--- src/rtl/snake_pkg.sv ---
// Shared definitions for the Snake score path: converter FSM states,
// BCD digit constants and the default score width / digit count.
package snake_pkg;

  typedef enum logic [1:0] {
    IDLE  = 2'd0,
    SHIFT = 2'd1,
    DONE  = 2'd2
  } state_e;

  localparam int          BCD_W        = 4;
  localparam logic [3:0]  BCD_NINE     = 4'h9;
  localparam int          SCORE_W      = 14;
  localparam int          SCORE_DIGITS = 4;

  // Largest value representable with the given number of decimal digits.
  function automatic longint unsigned dec_max(input int digits);
    longint unsigned r;
    r = 64'd1;
    for (int i = 0; i < digits; i++) begin
      r = r * 64'd10;
    end
    return r - 64'd1;
  endfunction

endpackage

--- src/rtl/bcd_add3.sv ---
// Double-dabble digit correction: a BCD digit of 5 or more gets +3 so that
// the following left shift carries into the next decade.
module bcd_add3
  import snake_pkg::*;
(
  input  logic [BCD_W-1:0] i_dig,
  output logic [BCD_W-1:0] o_dig
);

  // Correct one digit ahead of the shift.
  always_comb begin
    o_dig = i_dig;
    if (i_dig >= 4'd5) begin
      o_dig = i_dig + 4'd3;
    end else begin
      o_dig = i_dig;
    end
  end

endmodule

--- src/rtl/bin2bcd_seq.sv ---
// Sequential binary-to-BCD converter (shift-and-add-3, one bit per clock)
// for the score display. Values above 10^DIGITS-1 saturate to all nines.
module bin2bcd_seq
  import snake_pkg::*;
#(
  parameter int W      = SCORE_W,
  parameter int DIGITS = SCORE_DIGITS
) (
  input  logic                  i_clk,
  input  logic                  i_rst_n,
  input  logic                  i_start,
  input  logic [W-1:0]          i_bin,
  output logic                  o_busy,
  output logic                  o_done,
  output logic [BCD_W*DIGITS-1:0] o_bcd,
  output logic                  o_ovf
);

  localparam int              ACC_W = BCD_W * DIGITS;
  localparam int              CNT_W = $clog2(W + 1);
  localparam longint unsigned MAX   = dec_max(DIGITS);

  state_e             state_q, state_d;
  logic [W-1:0]       sreg_q, sreg_d;
  logic [ACC_W-1:0]   acc_q, acc_d;
  logic [CNT_W-1:0]   cnt_q, cnt_d;
  logic               ovf_pend_q, ovf_pend_d;
  logic [ACC_W-1:0]   bcd_q, bcd_d;
  logic               ovf_q, ovf_d;
  logic               done_q, done_d;

  logic [ACC_W-1:0]   acc_adj_s;
  logic [ACC_W-1:0]   acc_shift_s;
  logic [W-1:0]       sreg_shift_s;
  logic [63:0]        bin_ext_s;
  logic               bin_ovf_s;
  logic               load_s;

  genvar g;
  generate
    for (g = 0; g < DIGITS; g++) begin : g_add3
      bcd_add3 u_add3 (
        .i_dig (acc_q[g*BCD_W +: BCD_W]),
        .o_dig (acc_adj_s[g*BCD_W +: BCD_W])
      );
    end
  endgenerate

  assign acc_shift_s  = {acc_adj_s[ACC_W-2:0], sreg_q[W-1]};
  assign sreg_shift_s = {sreg_q[W-2:0], 1'b0};
  assign bin_ext_s    = 64'(i_bin);
  assign bin_ovf_s    = (bin_ext_s > MAX);

  // A start is also taken in DONE so back-to-back requests keep the
  // W+1 cycle cadence; o_busy still reads high for that one cycle.
  assign load_s = i_start && ((state_q == IDLE) || (state_q == DONE));

  // Next-state and datapath update.
  always_comb begin
    state_d    = state_q;
    sreg_d     = sreg_q;
    acc_d      = acc_q;
    cnt_d      = cnt_q;
    ovf_pend_d = ovf_pend_q;
    bcd_d      = bcd_q;
    ovf_d      = ovf_q;
    done_d     = 1'b0;

    case (state_q)
      IDLE, DONE: begin
        if (load_s) begin
          sreg_d     = i_bin;
          acc_d      = '0;
          cnt_d      = CNT_W'(W);
          ovf_pend_d = bin_ovf_s;
          state_d    = SHIFT;
        end else begin
          state_d    = IDLE;
        end
      end
      SHIFT: begin
        acc_d  = acc_shift_s;
        sreg_d = sreg_shift_s;
        cnt_d  = cnt_q - CNT_W'(1);
        if (cnt_q == CNT_W'(1)) begin
          bcd_d   = ovf_pend_q ? {DIGITS{BCD_NINE}} : acc_shift_s;
          ovf_d   = ovf_pend_q;
          done_d  = 1'b1;
          state_d = DONE;
        end else begin
          state_d = SHIFT;
        end
      end
      default: begin
        state_d = IDLE;
      end
    endcase
  end

  // State and result registers.
  always_ff @(posedge i_clk or negedge i_rst_n) begin
    if (!i_rst_n) begin
      state_q    <= IDLE;
      sreg_q     <= '0;
      acc_q      <= '0;
      cnt_q      <= '0;
      ovf_pend_q <= 1'b0;
      bcd_q      <= '0;
      ovf_q      <= 1'b0;
      done_q     <= 1'b0;
    end else begin
      state_q    <= state_d;
      sreg_q     <= sreg_d;
      acc_q      <= acc_d;
      cnt_q      <= cnt_d;
      ovf_pend_q <= ovf_pend_d;
      bcd_q      <= bcd_d;
      ovf_q      <= ovf_d;
      done_q     <= done_d;
    end
  end

  assign o_busy = (state_q != IDLE);
  assign o_done = done_q;
  assign o_bcd  = bcd_q;
  assign o_ovf  = ovf_q;

endmodule

--- config.mk ---
export PLATFORM = sky130hd
export DESIGN_NAME = bin2bcd_seq
export DESIGN_NICKNAME = d
export VERILOG_FILES = /design/src/rtl/snake_pkg.sv /design/src/rtl/bcd_add3.sv /design/src/rtl/bin2bcd_seq.sv
export SDC_FILE = /design/constraint.sdc
export NUM_CORES = 1
export LEC_CHECK = 0
export ABC_AREA = 0
export BUFFER_PORTS_ARGS = -buffer_cell sky130_fd_sc_hd__buf_2
export CORE_UTILIZATION = 45
export DETAILED_ROUTE_END_ITERATION = 6
export GPL_TIMING_DRIVEN = 1
export PLACE_DENSITY = 0.73
export RECOVER_POWER = 25
export SETUP_SLACK_MARGIN = 0.4
export SLEW_MARGIN = 20
export SYNTH_ARGS = -nofsm -noshare
export SYNTH_HDL_FRONTEND = slang
export SYNTH_SLANG_ARGS = --single-unit
--- constraint.sdc ---
create_clock -name i_clk -period 3 [get_ports i_clk]
set_input_delay 0.6 -clock i_clk [delete_from_list [all_inputs] [get_ports i_clk]]
set_output_delay 0.6 -clock i_clk [all_outputs]
set_load 0.01 [all_outputs]
**Word level (Yosys, flattened, before mapping)**

Index checks and enable logic that the tools add are counted.

- Flip-flop bits (word level): 55
- Input bits: 17
- Output and inout port bits: 19
- Word-level logic and storage cells: 47

- $add $sub $neg: 5
- $lt $le $gt $ge: 5
- Eq/ne operators: 4
- Multiplexer cells: 16
- Reductions and logical operators: 9

Operator list:

| operator | count |
|---|---|
| two-way mux 16 bit | 2 |
| one-hot mux 16 bit (2 select lines) | 1 |
| one-hot mux 14 bit (2 select lines) | 1 |
| >= comparator 4 x 3 -> 1 bit (second input constant) | 4 |
| two-way mux 4 bit | 4 |
| greater-than comparator 14 bit (second input constant) | 1 |
| two-way mux 14 bit | 1 |
| adder 4 x 2 -> 4 bit (second input constant) | 3 |
| one-hot mux 4 bit (2 select lines) | 1 |
| AND reduction 2 bit | 3 |
| equality test 4 x 1 -> 1 bit (second input constant) | 1 |
| one-hot mux 2 bit (2 select lines) | 1 |
| nonzero test 2 bit | 2 |
| subtractor 4 x 1 -> 4 bit (second input constant) | 1 |
| adder 3 x 2 -> 3 bit (second input constant) | 1 |
| two-way mux 1 bit | 3 |
| two-way mux 3 bit | 1 |
| equality test 2 x 1 -> 1 bit (second input constant) | 1 |
| equality test 2 bit (second input constant) | 1 |
| zero test 2 bit | 1 |
| two-way mux 2 bit | 1 |
| != test 2 bit (second input constant) | 1 |
| OR reduction 2 bit | 1 |
| logical AND 1 bit | 1 |
| logical OR 1 bit | 1 |

**Depth between registers and ports, before layout**

Gate-level depths: netlist of the first run.

- Depth after elaboration: 5
- Depth in mapped cells: 7
- Mapped depth without buffers: 7

**By module**

A second synthesis of the first run with hierarchy kept.

- Cells, all modules: 244
- Area, all modules: 2638.8 um^2

Modules (own cells, without submodules):

| module | instances | cells an instance | area an instance (um^2) | sequential area each (um^2) |
|---|---|---|---|---|
| bin2bcd_seq | 1 | 180 | 2233.4 | 1351.3 |
| bcd_add3 | 4 | 16 | 101.3 | 0.0 |

**Least setup slack after synthesis of the first run**

No wires, ideal clock.

- Path kind: input -> register
- Start: input port i_start
- End: register acc_q[10]
- Library setup time: 0.121 ns
- Arrival time: 1.302 ns
- Data required time: 2.879 ns
- Slack: 1.577 ns
- Stages: 5
- Path buffers: 2
- Path through: nor2b_1 > buf_2 > nor2_2 > buf_2 > a22o_1

- Word-level cells in the longest chain between the ends: 3

RTL lines:

| what | line | RTL |
|---|---|---|
| start: declaration | bin2bcd_seq.sv:11 | `input logic i_start,` |
| logical AND 1 bit | bin2bcd_seq.sv:56 | `assign load_s = i_start && ((state_q == IDLE) \|\| (state_q == DONE));` |
| != test 2 bit (no source line) | n/a |  |
| AND reduction 2 bit (no source line) | n/a |  |
| end signal: assignment | bin2bcd_seq.sv:105 | `acc_q <= '0;` |
| end signal: assignment | bin2bcd_seq.sv:114 | `acc_q <= acc_d;` |
| end: declaration | bin2bcd_seq.sv:25 | `logic [ACC_W-1:0] acc_q, acc_d;` |

No other way between the ends.
A chain may end at the register's enable or synchronous reset.

**Final worst setup path of the first run**

- Start: register cnt_q[1]
- End: register bcd_q[3] (netlist: o_bcd[3])

- Word-level cells in the longest chain between the ends: 2

RTL lines:

| what | line | RTL |
|---|---|---|
| start: declaration | bin2bcd_seq.sv:26 | `logic [CNT_W-1:0] cnt_q, cnt_d;` |
| start signal: assignment | bin2bcd_seq.sv:115 | `cnt_q <= cnt_d;` |
| equality test 4 x 1 -> 1 bit | bin2bcd_seq.sv:85 | `if (cnt_q == CNT_W'(1)) begin` |
| AND reduction 2 bit (no source line) | n/a |  |
| end signal: assignment | bin2bcd_seq.sv:108 | `bcd_q <= '0;` |
| end signal: assignment | bin2bcd_seq.sv:117 | `bcd_q <= bcd_d;` |
| end: declaration | bin2bcd_seq.sv:28 | `logic [ACC_W-1:0] bcd_q, bcd_d;` |

No other way between the ends.

==> impl_summary.log, run 1 <==
INFO  metric status = completed
INFO  metric post-route-worst-setup-slack = about 1 ns
INFO  metric clock_tree_root_driver_cell = clkbuf_8
INFO  metric placement.io_buffers = 35
INFO  metric fp.dieArea = between 5000 and 6000 um^2
INFO  metric grt.met2_usage = 0.290
INFO  metric final_cell_area = 2840 um^2
INFO  metric tns = 0 ns
INFO  metric drtIter0Drc = 94
INFO  metric timing.slew.headroom = 0.252
INFO  metric gpl.final_weighted_congestion = 0.752
INFO  metric mapped_avg_cell_area = 10.3 um^2
INFO  metric p_per_area = 1080 nW/um^2
INFO  metric ant_nets = 0
INFO  metric synth-warning-count = 0
INFO  metric start_util = 0.476
INFO  metric route.final.wire_length = between 5000 and 6000 um
INFO  metric grt_pass1_vias = 1899
INFO  metric ys_ff_latch = 54
INFO  metric global_routing_met1_resource_utilization = 0.260
INFO  metric clock_sinks = 54
INFO  metric gr-total-overflow = 0
INFO  metric hold_violations = 0
INFO  metric drv.max_cap_violation_count = 0
INFO  metric preCtsSetupSlack = 1.08 ns
INFO  metric synth_seq_area_share = 0.542
INFO  metric synth.cell_area = 2490 um^2
INFO  metric critPathKind = reg -> reg
INFO  metric start_kind = flip-flop
INFO  metric antenna-diode-count = 0
INFO  metric clkTransAtPathRegs = 0.09 ns
INFO  metric clock_insertion_delay_worst_skew = roughly 0.30 ns
INFO  metric postPlaceCellArea = 2740 um^2
INFO  metric drt_pre_antenna_iters = 4
INFO  metric rsz0062_at_grt = false
INFO  metric cts_post_setup_buffers_inserted = 0
INFO  metric antenna_found_initial = 0
INFO  metric period_minus_slack = 2.03 ns
INFO  metric netlist.area_leader.share = 0.542
INFO  metric postCtsHoldBufs = 0
INFO  metric synthToLayoutAreaGrowth = 13.7%
INFO  metric max_slew.worst_pin.slew = 1.12 ns
INFO  metric dieWidth = 76.5 um
INFO  metric grt_first_pass_wirelength = about 8700 um
INFO  metric achievable-frequency = 494 MHz
INFO  metric groute.usage.overall = 0.187
INFO  metric fin_worst_skew = 0.00468 ns
INFO  metric cells_taking_the_most_area_after_synthesis = dfrtp_1 54%, a22o_1 6.3%, nand2_1 6.2%
INFO  metric timing.critical_path.fanout_max = 16
INFO  metric clockBufferDepth = 2
INFO  metric core_area = 5240 um^2
INFO  metric ios = 36
INFO  metric critPathArrivalTime = 2.20 ns
INFO  metric placed_wire_length_estimate_after_detailed_placement = 3530 um
INFO  metric final_net_count = 305
INFO  metric vias_per_inst = 5.49
INFO  metric drt-wirelength-per-cell = approximately 14 um
INFO  metric finalCritPeriodShare = 0.675
INFO  metric fp-row-count = 26
INFO  metric drive_above_1_share = 0.183
INFO  metric global_route.usage.met3 = 0.0395
INFO  metric endpoint_kind = flip-flop
INFO  metric synth_top_area_cell = dfrtp_1
INFO  metric setup_viol = 0
INFO  metric synth.distinct_cells = 32
INFO  metric worst-endpoint-required = 3.17 ns
INFO  metric grt_start_max_net_pins = 35
INFO  metric dr_total_vias = around 1900
INFO  metric static_leakage = roughly 0.0014 uW
INFO  metric drc = 0
INFO  metric report.final.slew_viol_count = 0
INFO  metric mappedNetlistNets = 269
INFO  metric hold_path_class = reg -> reg
INFO  metric gate_count_of_the_mapped_netlist = 242
INFO  metric power = 3050 uW
INFO  metric post_cts.resized_instances = 0
INFO  metric cts_tree = built
INFO  metric inserted_clock_buffers = 5
INFO  metric ir_worst_vdd = 0.399 mV
INFO  metric cts_htree_levels = 2
INFO  metric gr-max-usage-layer = met2
INFO  metric dieHeight = 76.5 um
-- area by class of cell --
cell class / instances / area [um^2]
clock buffer: 5 / 68.8
clock inverter: 3 / 40.0
fill: 493 / 2400
inverter: 11 / 41.3
multi-input combinational: 166 / 1040
sequential: 54 / 1350
tap: 70 / 87.6
timing repair buffer: 40 / 209
-- Yosys cell counts (all sizes together) --
library cell and instances:
a2111oi 4, a211oi 1, a21oi 11, a22o 18, a22oi 14, a31oi 1, and2b 1, buf 10
clkbuf 1, clkinv 1, dfrtp 54, ha 10, inv 10, mux2i 4, nand2 42, nand2b 6
nand3 5, nor2 14, nor2b 1, nor3 5, nor3b 8, nor4 2, o21ai 13, o311ai 1
or2 1, xnor2 4
-- routing by layer --
metal  wire, um  vias up
met5          0        -
met4         59        0
met3        207        8
met2       2320       48
met1       2470      934
li1           -      927
-- per-stage QoR --
step	util	instances	hold WS [ns]
after floorplan	-	242	0.304
after global placement	0.523	341	0.449
after detailed placement	0.523	341	0.459
after CTS	0.543	349	0.249
after global routing	0.542	349	0.498
final	0.542	349	0.472
-- logic make-up after synthesis --
group,after synthesis,synth area share
and+or+nand+nor,85,0.160
AOI/OAI and AO/OA,63,0.178
muxes,4,0.0160
xor gates and xnor gates,4,0.0140
buffers and inverters,22,0.0396
adders and majority gates,10,0.0502
DFF,54,0.542
-- worst max-delay path, stage by stage (launching register included) --
cell and delay [ns]:
dfrtp_1 0.39, inv_1 0.10, ha_1 0.15, nor3b_1 0.29, nand2_2 0.28, a2111oi_0 0.60, nor2_1 0.09
-- state kept, by name (all words and copies together), names as in the netlist --
register / flops
o_done: 1
ovf_pend_q: 1
cnt_q: 4
acc_q: 16
o_bcd: 16
state_q: 1
o_ovf: 1
sreg_q: 14
-- layout by cell type, fill, tap and decap left out, drive strengths merged, types with 2 or more instances in the layout --
cell	Yosys	routed
a22oi	14	14
nand3	5	5
a22o	18	18
mux2i	4	4
nor3b	8	8
o21ai	13	13
dfrtp	54	54
nor2	14	14
nor4	2	2
nand2	42	42
buf	10	38
a21oi	11	11
xnor2	4	4
inv	10	10
nand2b	6	6
clkinv	1	3
nor3	5	5
clkbuf	1	7
ha	10	10
a2111oi	4	4
-- power by group --
part           switching, uW  total (uW)  internal [uW]
clock network            229         475            246
registers                258        1300           1040
logic                    708        1280            571
total                   1190        3050           1860
-- path summary, 6_finish.rpt --
kind                               start         end  slack (ns)  depth (start not counted)
worst max-delay path            cnt_q[1]    o_bcd[3]        0.97                          6
worst min-delay path            o_bcd[0]    o_bcd[0]        0.47                          2
worst max register to register  cnt_q[1]    o_bcd[3]        0.97                          6
worst min register to register  o_bcd[0]    o_bcd[0]        0.47                          2
max in group asynchronous        i_rst_n  sreg_q[10]        1.13                          2
min in group asynchronous        i_rst_n   o_bcd[15]        0.48                          1
Note: power is estimated with default switching activity, not from simulation.
==> inputs of run 2 (changes only) <==
Settings changed: PLACE_DENSITY 0.73 to 0.76.
Clock period 3 ns to 1.6 ns, I/O delays scaled along.
==> impl_summary.log, run 2 (synthesis gave the netlist of run 1 again) <==
INFO  metric final_net_count = 370 (+21%)
INFO  metric start_kind = flip-flop
INFO  metric cts_tree = built
INFO  metric clock_insertion_delay_worst_skew = 0.32 ns (+0.02 ns)
INFO  metric worst-path-buf-inv = 3 (+2)
INFO  metric mostFrequentLayoutCells = 51 x dfrtp_1, 39 x buf_4, 33 x buf_2, 19 x nand2_1
INFO  metric vias_per_inst = 5.71 (+4.0%)
INFO  metric reg_power_frac = 0.301 (-0.124)
INFO  metric inserted_clock_buffers = 5 (unchanged)
INFO  metric finalCritPeriodShare = 0.943 (+0.268)
INFO  metric grt_first_pass_wirelength = 11600 um (+33%)
INFO  metric critical_path.cell_chain = inv_2 -> ha_4 -> nor3b_4 -> nand2_4 -> buf_6 -> nor2_4 -> buf_6 -> a22o_1
INFO  metric endpoint_kind = flip-flop
INFO  metric drt_pre_antenna_iters = 4 (unchanged)
INFO  metric clock_sinks = 54 (unchanged)
INFO  metric fillCellCount = 311 (-37%)
INFO  metric timing.slew.headroom = 0.576 (+0.324)
INFO  metric groute.usage.overall = 0.254 (+0.0670)
INFO  metric worst-endpoint-required = 1.86 ns (-1.31 ns)
INFO  metric crit_path_frequent_cell = buf_6
INFO  metric drtIter0Drc = 133 (+41%)
INFO  metric critical-path-max-stage-delay = 0.40 ns (-0.20 ns)
INFO  metric final_cell_area = 4190 um^2 (+48%)
INFO  metric dieWidth = 76.5 um (unchanged)
INFO  metric fp.dieArea = 5850 um^2 (unchanged)
INFO  metric layout.area.seq = 1360 um^2 (+0.28%)
INFO  metric rsz0062_at_grt = true
INFO  metric timing.critical_path.fanout_max = 8 (-8)
INFO  metric timing.critical_path.slowest_stage_cell = dfrtp_1
INFO  metric critPathArrivalTime = 1.77 ns (-0.43 ns)
INFO  metric clock_tree_root_driver_cell = clkbuf_8
INFO  metric dr_total_vias = 2366 (+23%)
INFO  metric status = completed
INFO  metric postCtsHoldBufs = 0 (unchanged)
INFO  metric report.final.slew_viol_count = 0 (unchanged)
INFO  metric ios = 36 (unchanged)
INFO  metric sw_frac_of_total = 0.410 (+0.0189)
INFO  metric max_slew.worst_pin.slew = 0.636 ns (-0.486 ns)
INFO  metric ant_nets = 0 (unchanged)
INFO  metric static_leakage = 0.00198 uW (+41%)
INFO  metric antenna-diode-count = 0 (unchanged)
INFO  metric ir_worst_vdd = 1.18 mV (+200%)
INFO  metric share_comb_of_total_power = 0.608 (+0.189)
INFO  metric clockBufferDepth = 2 (unchanged)
INFO  metric drv.max_cap_violation_count = 0 (unchanged)
INFO  metric drive_above_1_share = 0.619 (+0.436)
INFO  metric multi_input_area = 1630 um^2 (+57%)
INFO  metric tns = 0 ns (unchanged)
INFO  metric placed_wire_length_estimate_after_detailed_placement = 3580 um (+1.5%)
INFO  metric route.final.wire_length = 8010 um (+58%)
INFO  metric hold_path_class = in -> async
INFO  metric gpl.final_weighted_congestion = 0.791 (+5.2%)
INFO  metric setup_viol = 0 (unchanged)
INFO  metric power.share.clock = 0.090 (-0.066)
INFO  metric synthToLayoutAreaGrowth = 68.0%
INFO  metric period_minus_slack = 1.51 ns (-0.517 ns)
INFO  metric core_area = 5240 um^2 (unchanged)
INFO  metric fp-row-count = 26 (unchanged)
INFO  metric p_per_area = 2170 nW/um^2 (+100%)
INFO  metric power_report.internal_total = 5360 uW (+190%)
INFO  metric path_delay_family = simple AND/OR/NAND/NOR gates
INFO  metric postPlaceCellArea = 2860 um^2 (+4.6%)
INFO  metric mostFrequentLayoutCell = dfrtp_1
INFO  metric critPathKind = reg -> reg
INFO  metric placement.io_buffers = 35 (unchanged)
INFO  metric gr-total-overflow = 0 (unchanged)
INFO  metric antenna_found_initial = 0 (unchanged)
INFO  metric hold_violations = 0 (unchanged)
INFO  metric start_util = 0.476 (unchanged)
INFO  metric drt-wirelength-per-cell = 19.3 um (+33%)
INFO  metric clkTransAtPathRegs = 0.10 ns (about the same)
INFO  metric cts_htree_levels = 2 (unchanged)
INFO  metric whs = 0.0322 ns (-0.440 ns)
INFO  metric dieHeight = 76.5 um (unchanged)
INFO  metric achievable-frequency = 663 MHz (+34%)
INFO  metric grt_start_max_net_pins = 55 (+57%)
INFO  metric grt_pass1_vias = 2374 (+25%)
INFO  metric drc = 0 (unchanged)
INFO  metric fin_worst_skew = 0.00942 ns (+0.00473 ns)
INFO  metric power.net_switching = 3730 uW (+210%)
[run 2: per-layer routing]
| layer | up-vias | global-route usage | share of wire |
|---|---|---|---|
| li1 | 1055 | - | - |
| met1 | 1213 | 0.307 | 0.39 |
| met2 | 75 | 0.446 | 0.54 |
| met3 | 23 | 0.0467 | 0.039 |
| met4 | 0 | 0.100 | 0.032 |
| met5 | - | 0 | 0 |
[run 2: worst paths after layout]
check,end,cells after the start,slack (ns),start
max,o_bcd[14],8,0.09,cnt_q[1]
max in group asynchronous,cnt_q[0],2,1.28,i_rst_n
min reg2reg,o_bcd[0],2,0.50,o_bcd[0]
max reg2reg,o_bcd[14],8,0.09,cnt_q[1]
min in group i_clk,sreg_q[3],3,0.21,i_bin[3]
min,acc_q[15],2,0.03,i_rst_n
[run 2: cell type report]
cell class / instances / share of cell area
Clock buffer: 6 / 0.0197
Clock inverter: 2 / 0.00299
Inverter: 11 / 0.0128
Multi-Input combinational cell: 166 / 0.389
Sequential cell: 54 / 0.323
Tap cell: 70 / 0.0209
Timing Repair Buffer: 105 / 0.231
[run 2: timing repair]
item | CTS | global route
cloned | 4 | 3
hold endpoints to repair | 0 | 0
resized for setup | 97 | 54
setup buffers | 26 | 27
pin swaps | 54 | 42
endpoints found under the setup margin | 51 | 66
[run 2: power by group through the flow]
stage / Sequential (uW) / Clock (uW) / Combinational [uW]
6_report: 2740 / 821 / 5530
5_1_grt: 2800 / 884 / 5890
4_1_cts: 2600 / 820 / 4300
3_5_place_dp: 2520 / 0 / 2600
3_3_place_gp: 2500 / 0 / 2520
2_1_floorplan: 2470 / 0 / 1920
[run 2: stage by stage]
stage	worst slack, ns	total power [uW]	utilization	std cells
floorplan	0.252	4390	-	242
global placement	0.0846	5020	0.547	346
detailed placement	0.0838	5120	0.547	346
CTS	0.129	7720	0.707	384
global route	0.0323	9570	0.800	414
finish	0.0907	9090	0.800	414
==> inputs of run 3 (changes only) <==
Settings changed: PLACE_DENSITY 0.76 to 0.67.
==> impl_summary.log, run 3 (synthesis gave the netlist of run 1 again) <==
INFO  metric drv.max_cap_violation_count = 0 (unchanged)
INFO  metric clock_insertion_delay_worst_skew = 0.32 ns (about the same)
INFO  metric sw_frac_of_total = 0.409 (-0.000721)
INFO  metric fp-row-count = 26 (unchanged)
INFO  metric groute.usage.overall = 0.244 (-0.00948)
INFO  metric core_area = 5240 um^2 (unchanged)
INFO  metric cts_htree_levels = 2 (unchanged)
INFO  metric inserted_clock_buffers = 5 (unchanged)
INFO  metric achievable-frequency = 658 MHz (-0.70%)
INFO  metric grt_start_max_net_pins = 41 (-25%)
INFO  metric share_comb_of_total_power = 0.583 (-0.025)
INFO  metric p_per_area = 2130 nW/um^2 (-1.6%)
INFO  metric gr-total-overflow = 0 (unchanged)
INFO  metric static_leakage = 0.00190 uW (-3.8%)
INFO  metric report.final.slew_viol_count = 0 (unchanged)
INFO  metric drc = 0 (unchanged)
INFO  metric grt_pass1_vias = 2339 (-1.5%)
INFO  metric critPathKind = reg -> reg
INFO  metric antenna_found_initial = 0 (unchanged)
INFO  metric synthToLayoutAreaGrowth = 62.7%
INFO  metric whs = 0.209 ns (+0.177 ns)
INFO  metric fillCellCount = 311 (unchanged)
INFO  metric timing.critical_path.fanout_max = 11 (+3)
INFO  metric dieWidth = 76.5 um (unchanged)
INFO  metric cts_tree = built
INFO  metric grt.met2_usage = 0.422 (-0.0243)
INFO  metric global_route.usage.met3 = 0.0587 (+0.0120)
INFO  metric endpoint_kind = flip-flop
INFO  metric critical_path.cell_chain = ha_4 -> nor3b_4 -> buf_6 -> nand2_8 -> nor2_4 -> buf_12 -> a22o_1
INFO  metric ant_nets = 0 (unchanged)
INFO  metric clockBufferDepth = 2 (unchanged)
INFO  metric fin_worst_skew = 0.00880 ns (-0.000620 ns)
INFO  metric max_slew.worst_pin.slew = 0.923 ns (+0.287 ns)
INFO  metric post-route-worst-setup-slack = 0.0800 ns (-0.0107 ns)
INFO  metric mostFrequentLayoutCells = 52 x dfrtp_1, 32 x buf_2, 27 x buf_4, 18 x a22o_1
INFO  metric drive_above_1_share = 0.576 (-0.0434)
INFO  metric critPathArrivalTime = 1.72 ns (-0.05 ns)
INFO  metric clock_tree_root_driver_cell = clkbuf_8
INFO  metric mostFrequentLayoutCell = dfrtp_1
INFO  metric power_report.internal_total = 5110 uW (-4.6%)
INFO  metric power = 8660 uW (-4.7%)
INFO  metric start_kind = flip-flop
INFO  metric timing.critical_path.slowest_stage_cell = dfrtp_2
INFO  metric placed_wire_length_estimate_after_detailed_placement = 3700 um (+3.2%)
INFO  metric worst-endpoint-required = 1.80 ns (-0.06 ns)
INFO  metric route.final.wire_length = 7270 um (-9.2%)
INFO  metric hold_path_class = in -> reg
INFO  metric gpl.final_weighted_congestion = 0.739 (-6.6%)
INFO  metric path_delay_family = flip-flops
INFO  metric power.net_switching = 3550 uW (-4.8%)
INFO  metric timing.slew.headroom = 0.384 (-0.192)
INFO  metric rsz0062_at_grt = true
INFO  metric placement.io_buffers = 35 (unchanged)
INFO  metric fp.dieArea = 5850 um^2 (unchanged)
INFO  metric reg_power_frac = 0.310 (+0.009)
INFO  metric start_util = 0.476 (unchanged)
INFO  metric final_net_count = 356 (-3.8%)
INFO  metric antenna-diode-count = 0 (unchanged)
INFO  metric period_minus_slack = 1.52 ns (+0.0107 ns)
INFO  metric hold_violations = 0 (unchanged)
INFO  metric setup_viol = 0 (unchanged)
INFO  metric clkTransAtPathRegs = 0.10 ns (about the same)
INFO  metric power.share.clock = 0.107 (+0.017)
INFO  metric ir_worst_vdd = 1.35 mV (+14%)
INFO  metric dieHeight = 76.5 um (unchanged)
INFO  metric drt-wirelength-per-cell = 18.2 um (-6.0%)
INFO  metric clock_sinks = 54 (unchanged)
INFO  metric layout.core_utilization = 0.775 (-0.0251)
INFO  metric gr-max-usage-layer = met2
INFO  metric status = completed
INFO  metric vias_per_inst = 5.66 (-0.96%)
INFO  metric global_routing_met1_resource_utilization = 0.299 (-0.00764)
INFO  metric ios = 36 (unchanged)
INFO  metric drtIter0Drc = 101 (-24%)
INFO  metric tns = 0 ns (unchanged)
INFO  metric worst-path-buf-inv = 2 (-1)
INFO  metric critical-path-max-stage-delay = 0.44 ns (+0.04 ns)
INFO  metric drt_pre_antenna_iters = 4 (unchanged)
INFO  metric dr_total_vias = 2264 (-4.3%)
INFO  metric finalCritPeriodShare = 0.950 (+0.00669)
INFO  metric preCtsSetupSlack = 0.0801 ns (-0.00368 ns)
INFO  metric grt_first_pass_wirelength = 11200 um (-3.5%)
run 3: cell types whose count changed in the layout (fill, tap and decap cells not counted), sizes merged:
cell,before,now
buf,100,86
dlygate4sd3,0,1
nand2,42,43
inv,10,11
clkinv,2,1
clkinvlp,1,0
bufinv,0,1
clkbuf,11,9
run 3: layout make-up:
| type | instances | area [um^2] | share of cell area |
|---|---|---|---|
| Clock buffer | 7 | 76.3 | 0.0188 |
| Clock inverter | 1 | 30.0 | 0.00740 |
| Inverter | 11 | 53.8 | 0.0133 |
| Multi-Input combinational cell | 167 | 1630 | 0.401 |
| Sequential cell | 54 | 1350 | 0.334 |
| Tap cell | 70 | 87.6 | 0.0216 |
| Timing Repair Buffer | 89 | 820 | 0.202 |
| Timing Repair inverter | 1 | 8.76 | 0.00216 |
run 3: worst register-to-register path, cell delays in order (launching register included):
cell and delay (ns):
dfrtp_2 0.44, ha_4 0.16, nor3b_4 0.14, buf_6 0.15, nand2_8 0.10, nor2_4 0.06
buf_12 0.17, a22o_1 0.20
run 3: path summary, 6_finish.rpt:
| kind | endpoint | cells after the start | slack (ns) | startpoint |
|---|---|---|---|---|
| hold reg to reg | o_ovf | 2 | 0.49 | o_ovf |
| setup reg to reg | o_bcd[2] | 7 | 0.08 | cnt_q[0] |
| setup / recovery | o_bcd[2] | 7 | 0.08 | cnt_q[0] |
| max in group asynchronous | o_bcd[2] | 3 | 0.23 | i_rst_n |
| min in group asynchronous | acc_q[13] | 2 | 0.65 | i_rst_n |
| hold / removal | sreg_q[3] | 3 | 0.21 | i_bin[3] |
run 3: what timing repair did:
action                                 CTS  global route
hold buffers                             1             0
endpoints found under the hold margin   14             0
setup endpoints to repair               55            64
pin swaps                               31            31
setup buffers                           29             8
gates resized for setup                 87            55
gates cloned                             5             2
run 3: power groups by stage:
stage | logic, uW | registers (uW) | clock network, uW
after global routing | 5400 | 2760 | 988
after CTS | 4240 | 2570 | 929
final | 5050 | 2690 | 922
after floorplan | 1920 | 2470 | 0
after global placement | 2620 | 2500 | 0
after detailed placement | 2710 | 2510 | 0
run 3: metal layers:
metal,share of wire,vias up
met4,0.023,0
met2,0.53,74
met1,0.40,1130
met5,0,-
li1,-,1041
met3,0.046,19
run 3: per-stage QoR:
stage	std cells	cell area [um^2]
floorplan	242	2590
global placement	347	2900
detailed placement	347	2900
CTS	390	3690
global route	400	4060
finish	400	4060
